**src/rtl/case4_sched_if.sv**
```systemverilog
// Bundle of the two request channels, the case4 datapath drive/return and the response channel.
// The scheduler takes the slave view; client logic and the datapath wrapper take the master view.
interface case4_sched_if;
  logic       req0_valid;
  logic [6:0] req0_vec;
  logic       req0_ready;
  logic       req1_valid;
  logic [6:0] req1_vec;
  logic       req1_ready;
  logic [6:0] dp_vec;
  logic       dp_x;
  logic       dp_y;
  logic       dp_z;
  logic       rsp_valid;
  logic       rsp_ready;
  logic       rsp_id;
  logic [2:0] rsp_xyz;
  logic       rsp_err;
  logic [7:0] done_cnt;

  modport slave (
    input  req0_valid, req0_vec, req1_valid, req1_vec,
    input  dp_x, dp_y, dp_z, rsp_ready,
    output req0_ready, req1_ready, dp_vec,
    output rsp_valid, rsp_id, rsp_xyz, rsp_err, done_cnt
  );

  modport master (
    output req0_valid, req0_vec, req1_valid, req1_vec,
    output dp_x, dp_y, dp_z, rsp_ready,
    input  req0_ready, req1_ready, dp_vec,
    input  rsp_valid, rsp_id, rsp_xyz, rsp_err, done_cnt
  );
endinterface

```
**src/rtl/case4_sched.sv**
```systemverilog
// Round-robin two-client scheduler sharing one combinational case4 datapath (a..g -> x,y,z).
// Optional feature: define CASE4_SCHED_CHECK_EN to build an internal case4 model that flags mismatches on rsp_err.
module case4_sched #(
  parameter int SETTLE = 1
) (
  input logic          clk,
  input logic          rst,
  case4_sched_if.slave bus
);

  typedef enum logic [1:0] {
    IDLE  = 2'd0,
    DRIVE = 2'd1,
    RESP  = 2'd2
  } state_t;

  localparam logic [3:0] SETTLE_LOAD = 4'(SETTLE - 1);

  state_t     state_q;
  state_t     state_d;
  logic       last_q;
  logic [3:0] cnt_q;

  logic       gnt0;
  logic       gnt1;
  logic       accept;
  logic       capture;
  logic       handshake;
  logic [6:0] accept_vec;

  logic [6:0] dp_vec_p0;
  logic       rsp_id_p0;
  logic       vld_p1;
  logic [2:0] rsp_xyz_p1;
  logic [7:0] done_cnt_q;

  // Next-state and arbitration; readies only leave IDLE when out of reset.
  always_comb begin
    state_d   = state_q;
    gnt0      = 1'b0;
    gnt1      = 1'b0;
    capture   = 1'b0;
    handshake = 1'b0;
    case (state_q)
      IDLE: begin
        if (!rst) begin
          gnt0 = bus.req0_valid && (!bus.req1_valid || last_q);
          gnt1 = bus.req1_valid && (!bus.req0_valid || !last_q);
        end
        if (gnt0 || gnt1) begin
          state_d = DRIVE;
        end
      end
      DRIVE: begin
        if (cnt_q == 4'd0) begin
          capture = 1'b1;
          state_d = RESP;
        end
      end
      RESP: begin
        if (vld_p1 && bus.rsp_ready) begin
          handshake = 1'b1;
          state_d   = IDLE;
        end
      end
      default: state_d = IDLE;
    endcase
  end

  assign accept     = gnt0 || gnt1;
  assign accept_vec = gnt1 ? bus.req1_vec : bus.req0_vec;

  always_ff @(posedge clk) begin
    if (rst) begin
      state_q <= IDLE;
    end else begin
      state_q <= state_d;
    end
  end

  // last starts at 1 so requester 0 wins the first contention.
  always_ff @(posedge clk) begin
    if (rst) begin
      last_q <= 1'b1;
      cnt_q  <= 4'd0;
    end else if (accept) begin
      last_q <= gnt1;
      cnt_q  <= SETTLE_LOAD;
    end else if (state_q == DRIVE && cnt_q != 4'd0) begin
      cnt_q <= cnt_q - 4'd1;
    end
  end

  // Drive stage: vector and owner latched on accept, held until the next accept.
  always_ff @(posedge clk) begin
    if (rst) begin
      dp_vec_p0 <= 7'd0;
      rsp_id_p0 <= 1'b0;
    end else if (accept) begin
      dp_vec_p0 <= accept_vec;
      rsp_id_p0 <= gnt1;
    end
  end

  // Capture stage: datapath outputs sampled once the settle window has elapsed.
  always_ff @(posedge clk) begin
    if (rst) begin
      vld_p1     <= 1'b0;
      rsp_xyz_p1 <= 3'd0;
      done_cnt_q <= 8'd0;
    end else if (capture) begin
      vld_p1     <= 1'b1;
      rsp_xyz_p1 <= {bus.dp_x, bus.dp_y, bus.dp_z};
    end else if (handshake) begin
      vld_p1     <= 1'b0;
      done_cnt_q <= done_cnt_q + 8'd1;
    end
  end

`ifdef CASE4_SCHED_CHECK_EN
  function automatic logic [2:0] case4_expect(input logic [6:0] v);
    logic a, b, c, d, e, f, g;
    {a, b, c, d, e, f, g} = v;
    case4_expect = {a & b & e, ~(b & d & e), ~(c & d & e & f & g)};
  endfunction

  logic rsp_err_p1;

  always_ff @(posedge clk) begin
    if (rst) begin
      rsp_err_p1 <= 1'b0;
    end else if (capture) begin
      rsp_err_p1 <= ({bus.dp_x, bus.dp_y, bus.dp_z} != case4_expect(dp_vec_p0));
    end else if (handshake) begin
      rsp_err_p1 <= 1'b0;
    end
  end

  assign bus.rsp_err = rsp_err_p1;
`else
  assign bus.rsp_err = 1'b0;
`endif

  assign bus.req0_ready = gnt0;
  assign bus.req1_ready = gnt1;
  assign bus.dp_vec     = dp_vec_p0;
  assign bus.rsp_valid  = vld_p1;
  assign bus.rsp_id     = rsp_id_p0;
  assign bus.rsp_xyz    = rsp_xyz_p1;
  assign bus.done_cnt   = done_cnt_q;

endmodule
```
**src/flat_wrapper.sv**
```systemverilog
// flat-port wrapper written by rule: the top's interface ports become plain ports
module case4_sched_flat 
#(
  parameter int SETTLE = 1
)
  (clk, rst, bus_req0_valid, bus_req0_vec, bus_req1_valid, bus_req1_vec, bus_dp_x, bus_dp_y, bus_dp_z, bus_rsp_ready, bus_req0_ready, bus_req1_ready, bus_dp_vec, bus_rsp_valid, bus_rsp_id, bus_rsp_xyz, bus_rsp_err, bus_done_cnt);
  case4_sched_if bus_i ();
  input logic clk;
  input logic rst;
  input wire logic [$bits(bus_i.req0_valid)-1:0] bus_req0_valid;
  input wire logic [$bits(bus_i.req0_vec)-1:0] bus_req0_vec;
  input wire logic [$bits(bus_i.req1_valid)-1:0] bus_req1_valid;
  input wire logic [$bits(bus_i.req1_vec)-1:0] bus_req1_vec;
  input wire logic [$bits(bus_i.dp_x)-1:0] bus_dp_x;
  input wire logic [$bits(bus_i.dp_y)-1:0] bus_dp_y;
  input wire logic [$bits(bus_i.dp_z)-1:0] bus_dp_z;
  input wire logic [$bits(bus_i.rsp_ready)-1:0] bus_rsp_ready;
  output wire logic [$bits(bus_i.req0_ready)-1:0] bus_req0_ready;
  output wire logic [$bits(bus_i.req1_ready)-1:0] bus_req1_ready;
  output wire logic [$bits(bus_i.dp_vec)-1:0] bus_dp_vec;
  output wire logic [$bits(bus_i.rsp_valid)-1:0] bus_rsp_valid;
  output wire logic [$bits(bus_i.rsp_id)-1:0] bus_rsp_id;
  output wire logic [$bits(bus_i.rsp_xyz)-1:0] bus_rsp_xyz;
  output wire logic [$bits(bus_i.rsp_err)-1:0] bus_rsp_err;
  output wire logic [$bits(bus_i.done_cnt)-1:0] bus_done_cnt;
  assign bus_i.req0_valid = bus_req0_valid;
  assign bus_i.req0_vec = bus_req0_vec;
  assign bus_i.req1_valid = bus_req1_valid;
  assign bus_i.req1_vec = bus_req1_vec;
  assign bus_i.dp_x = bus_dp_x;
  assign bus_i.dp_y = bus_dp_y;
  assign bus_i.dp_z = bus_dp_z;
  assign bus_i.rsp_ready = bus_rsp_ready;
  assign bus_req0_ready = bus_i.req0_ready;
  assign bus_req1_ready = bus_i.req1_ready;
  assign bus_dp_vec = bus_i.dp_vec;
  assign bus_rsp_valid = bus_i.rsp_valid;
  assign bus_rsp_id = bus_i.rsp_id;
  assign bus_rsp_xyz = bus_i.rsp_xyz;
  assign bus_rsp_err = bus_i.rsp_err;
  assign bus_done_cnt = bus_i.done_cnt;
  case4_sched #(.SETTLE(SETTLE)) u_core (.clk(clk), .rst(rst), .bus(bus_i));
endmodule
```
**config.mk**
```make
export PLATFORM = sky130hd
export DESIGN_NAME = case4_sched_flat
export DESIGN_NICKNAME = d
export VERILOG_FILES = /design/src/rtl/case4_sched_if.sv /design/src/rtl/case4_sched.sv /design/src/flat_wrapper.sv
export SDC_FILE = /design/constraint.sdc
export NUM_CORES = 1
export LEC_CHECK = 0
export BUFFER_PORTS_ARGS = -buffer_cell sky130_fd_sc_hd__buf_2
export CAP_MARGIN = 40
export CORE_MARGIN = 3
export CORE_UTILIZATION = 44
export DETAILED_ROUTE_END_ITERATION = 8
export GPL_ROUTABILITY_DRIVEN = 0
export PLACE_DENSITY = 0.72
export SYNTH_ARGS = -nofsm -noshare
export SYNTH_HDL_FRONTEND = slang
export SYNTH_SLANG_ARGS = --single-unit
```
**constraint.sdc**
```tcl
create_clock -name clk -period 4.2 [get_ports clk]
set_input_delay 0.42 -clock clk [delete_from_list [all_inputs] [get_ports clk]]
set_output_delay 0.42 -clock clk [all_outputs]
set_load 0.05 [all_outputs]
```
After elaboration in Yosys (flattened, before gate mapping)

Index checks and enable logic that the tools add are counted.

Output and inout port bits: 23
Flip-flop bits (word level): 27
Bits in read-only memories: 0
Word-level logic and storage cells: 51
Bits in writable memories: 0
Memories kept: 0
Input port bits: 22
Bits in latches: 0

$mul: 0
Eq/ne operators: 5
Reduce and logical (&&, ||, !) cells: 18
Mux-type cells: 17
Shift operators: 0
Bitwise operators: 1
Divide/modulo/power cells: 0
Add/sub/neg operators: 2
$lt $le $gt $ge: 0

Operators with widths:

| operator                                              | number |
|---|---|
| two-way mux 1 bit                                     | 12 |
| adder 8 x 1 -> 8 bit, second input constant           | 1 |
| two-way mux 7 bit                                     | 1 |
| two-way mux 2 bit                                     | 3 |
| inequality test 2 x 1 -> 1 bit, second input constant | 3 |
| one-hot mux 2 bit (3 select lines)                    | 1 |
| logical AND 1 bit                                     | 4 |
| zero test 4 bit                                       | 1 |
| logical OR 1 bit                                      | 4 |
| nonzero test 4 bit                                    | 1 |
| subtractor 4 x 1 -> 4 bit, second input constant      | 1 |
| zero test 1 bit                                       | 3 |
| AND reduction 3 bit                                   | 1 |
| == test 2 x 1 -> 1 bit, second input constant         | 1 |
| == test 2 bit, second input constant                  | 1 |
| zero test 2 bit                                       | 1 |
| AND reduction 2 bit                                   | 1 |
| nonzero test 2 bit                                    | 1 |
| OR reduction 2 bit                                    | 1 |
| inverter 1 bit                                        | 1 |

Depth between registers and ports, before layout

Word-level depth: 8
Mapped depth: 6
Depth with buffers taken out: 5

Worst setup path after synthesis

OpenSTA, ideal clock, no wires.

Path kind: input to output
Start point: input rst
End point: output bus_req1_ready
Arrival time: 1.538 ns
Stages on the path: 5
Slack: 2.242 ns
Data required time: 3.780 ns
Path buffers: 2
Cell sequence: or3_1 -> buf_2 -> or2_0 -> buf_6 -> inv_1

Cells in the longest elaborated chain, start to end: 3

RTL lines:

| what                            | RTL line           | RTL |
|---|---|---|
| start: declaration              | flat_wrapper.sv:9  | `input logic rst;` |
| two-way mux 1 bit               | case4_sched.sv:46  | `if (!rst) begin` |
| two-way mux 1 bit (2 in series) | case4_sched.sv:44  | `case (state_q)` |
| end: declaration                | flat_wrapper.sv:19 | `output wire logic [$bits(bus_i.req1_ready)-1:0] bus_req1_ready;` |

Every way passes these cells. The select of a mux whose other input is x is not followed.

Worst setup path in the final report

Start point: register u_core.state_q[0]
End point: output bus_req1_ready

Cells in the longest elaborated chain, start to end: 2

RTL lines:

| what                     | RTL line          | RTL |
|---|---|---|
| start: declaration       | case4_sched.sv:19 | `state_t state_q;` |
| start signal: assignment | case4_sched.sv:77 | `state_q <= state_d;` |
| zero test 2 bit          | case4_sched.sv:44 |  |
| two-way mux 1 bit        | case4_sched.sv:44 |  |

Every way passes these cells.

==> flow_metrics.py <==
metrics = {
    "worst_setup_path": {
        "cp_num_buf_inv": 2,
        "critPathTopFamily": "simple AND/OR/NAND/NOR gates",
        "end_kind": "primary output",
        "path_class": "register to primary output",
        "cp_slowest_cell": "or3_1",
        "worst-path-max-fanout": 16,
        "cp_cell_sequence": "or3_1 -> or2_0 -> inv_1 -> buf_2",
        "critPathLaunchType": "register",
        "crit_path_max_incr_delay_ns": 0.59,
        "arrival_ns": 2.19,
        "cp_data_required_time_ns": 3.78,
    },
    "sta": {
        "final.min_clock_period_ns": 2.61,
        "setup_violations": 0,
        "whs_ns": 0.343,
        "rsz0062_at_grt": "no",
        "tightest_slew_ns": 0.813,
        "slew_headroom_pct": 45.4,
        "hold_viol": 0,
        "post-route-period-util_pct": 62.1,
        "setup_tns_ns": 0,
        "max_freq_mhz": 383,
        "slew_violations": 0,
        "clock_skew_ns": 0.00250,
    },
    "cts": {
        "clk_path_buf_depth": 2,
        "clk_pin_slew_ns": 0.14,
        "cts_resized": 0,
        "worstSkewPairLatency_ns": 0.31,
        "cts_htree_levels": 1,
        "postCtsHoldBufs": 0,
        "cts_inserted_buffers": 3,
        "clock-sinks": 27,
        "clockRootBuffer": "clkbuf_4",
        "cts_setup_buffers": 0,
        "cts_tree": "yes",
    },
    "outcome": {
        "status": "finished clean",
    },
    "drt": {
        "drc": 0,
        "post_drt_wl_per_cell_um": 13.8,
        "ant_nets": 0,
        "dr_total_vias": 1254,
        "avgViaCountPerCell": 5.75,
        "drt_iter0_markers": 52,
        "firstDrtPassIters": 4,
        "wirelength_um": 3000,
    },
    "die": {
        "die_h_um": 60.1,
        "row_count": 19,
        "die-area_mm2": 0.00361,
        "initial_core_util_pct": 46.3,
        "core_area_mm2": 0.00278,
        "io_pins": 45,
        "die-width_um": 60.1,
    },
    "pwr": {
        "power_mw": 0.516,
        "leakage_nw": 0.625,
        "powerDensity_mw_per_mm2": 340,
        "vdd_ir_drop_max_mv": 0.215,
    },
    "synth": {
        "synth_nets": 176,
        "synth_top_flop_cell": "dfxtp_1",
        "ys_types": 33,
        "yosysWarnings": 0,
        "synth_area_mm2": 0.00129,
        "postSynthAreaPerCell_um2": 8.53,
        "async_reset_ff_share_pct": 0,
        "ys_seq_elements": 27,
        "yosysSeqAreaShare_pct": 41.9,
        "synth_cells": 151,
        "synth_edf_count": 0,
    },
    "cells_and_area": {
        "fillCellCount": 270,
        "diodes": 0,
        "areaGrowthSynthToFinish_pct": 17.6,
        "post-route-util_pct": 54.5,
        "multi_input_area_um2": 668,
        "drive_above_1_share_pct": 25.1,
        "final_nets": 213,
        "seqCellArea_um2": 541,
    },
    "global_routing": {
        "antenna_found_initial": 0,
        "grt_start_max_net_pins": 22,
        "grt_pass1_wl_um": 4620,
        "grt_usage_pct": 16.7,
        "grt_pass1_vias": 1073,
        "overflow": 0,
    },
    "placed_design": {
        "io_buffers": 43,
        "dpl.hpwl_um": 2320,
    },
    "hold_path": {
        "hold_class": "primary input to register",
    },
    "run": {
        "cap_violations": 0,
    },
}
-- tightest hold or removal path: stages --
cell	delay, ns
buf_2	0.10
nand3_1	0.05
a21oi_1	0.05
-- state kept, by name, summed over array words and instances (netlist names) --
signal                count
u_core.bus.done_cnt       8
u_core.state_q            2
u_core.last_q             1
u_core.cnt_q              4
u_core.bus.dp_vec         7
u_core.bus.rsp_valid      1
u_core.bus.rsp_id         1
u_core.bus.rsp_xyz        3
-- logic make-up after synthesis --
family	Yosys count	share of synthesized area, %
compound gates	46	22.8
xor+xnor	2	1.36
fa+ha+maj	3	2.91
buf+inv	18	6.21
flops	27	41.9
mux	1	0.777
other cells	1	0.291
simple gates	53	23.7
-- final timing paths --
check                           depth (start not counted)                     to             startpoint  slack [ns]
worst max-delay path                                    4         bus_req1_ready      u_core.state_q[0]        1.59
worst min-delay path                                    3  u_core.bus.rsp_xyz[1]               bus_dp_y        0.34
worst min register to register                          2  u_core.bus.rsp_xyz[2]  u_core.bus.rsp_xyz[2]        0.49
worst max register to register                          4          u_core.last_q      u_core.state_q[1]        2.31
-- cells in the mapped netlist, types with 3 or more instances --
cell | n | area, um2
nor2_1 | 3 | 11.3
a21oi_1 | 15 | 75.1
nor3_1 | 8 | 40.0
nand3_1 | 9 | 45.0
dfxtp_1 | 27 | 541
a311oi_1 | 3 | 26.3
or3_1 | 5 | 31.3
o311ai_0 | 5 | 43.8
nand4_1 | 8 | 50.1
or4_1 | 4 | 30.0
a31oi_1 | 6 | 37.5
o31ai_1 | 7 | 52.6
inv_1 | 7 | 26.3
nand2_1 | 5 | 18.8
clkbuf_1 | 7 | 26.3
ha_1 | 3 | 37.5
o21ai_0 | 8 | 40.0
-- placed cells by master (no fill, tap or decap), drive strengths merged, types with 2 or more instances in the layout --
cell type / n
buf: 43
dfxtp: 27
a21oi: 15
nand3: 9
nor3: 8
o21ai: 8
nand4: 8
inv: 7
o31ai: 7
a31oi: 6
or3: 5
o311ai: 5
nand2: 5
or4: 4
clkbuf: 4
nor2: 3
a311oi: 3
ha: 3
nand2b: 2
xor2: 2
nor2b: 2
nor3b: 2
nand3b: 2
-- metrics by stage --
stage	cells	setup slack, ns	cell area (um2)
6_report	218	1.59	1520
5_1_grt	218	1.45	1520
4_1_cts	218	1.60	1520
3_5_place_dp	214	1.71	1490
3_3_place_gp	214	1.75	1490
2_1_floorplan	151	2.24	1290
-- metal layers --
layer,vias to the layer above,part of all wire [%],GRT usage (%)
li1,641,-,-
met1,579,45,21.2
met2,32,49,28.9
met3,2,5.1,2.81
met4,0,0.67,4.75
met5,-,0,0
-- layout make-up --
cell class                 instances  share of cell area [%]
clock buffer                       4                    1.73
multi-input combinational        106                    44.1
timing repair buffer              43                    14.2
tap                               31                    2.56
inverter                           7                    1.73
sequential                        27                    35.7
-- report_power, final --
group | leakage (nW) | internal [mW] | switching (mW)
clock | 0.0150 | 0.0371 | 0.0724
sequential | 0.220 | 0.272 | 0.0105
combinational | 0.390 | 0.0333 | 0.0909
(Power assumes the default switching activity.)
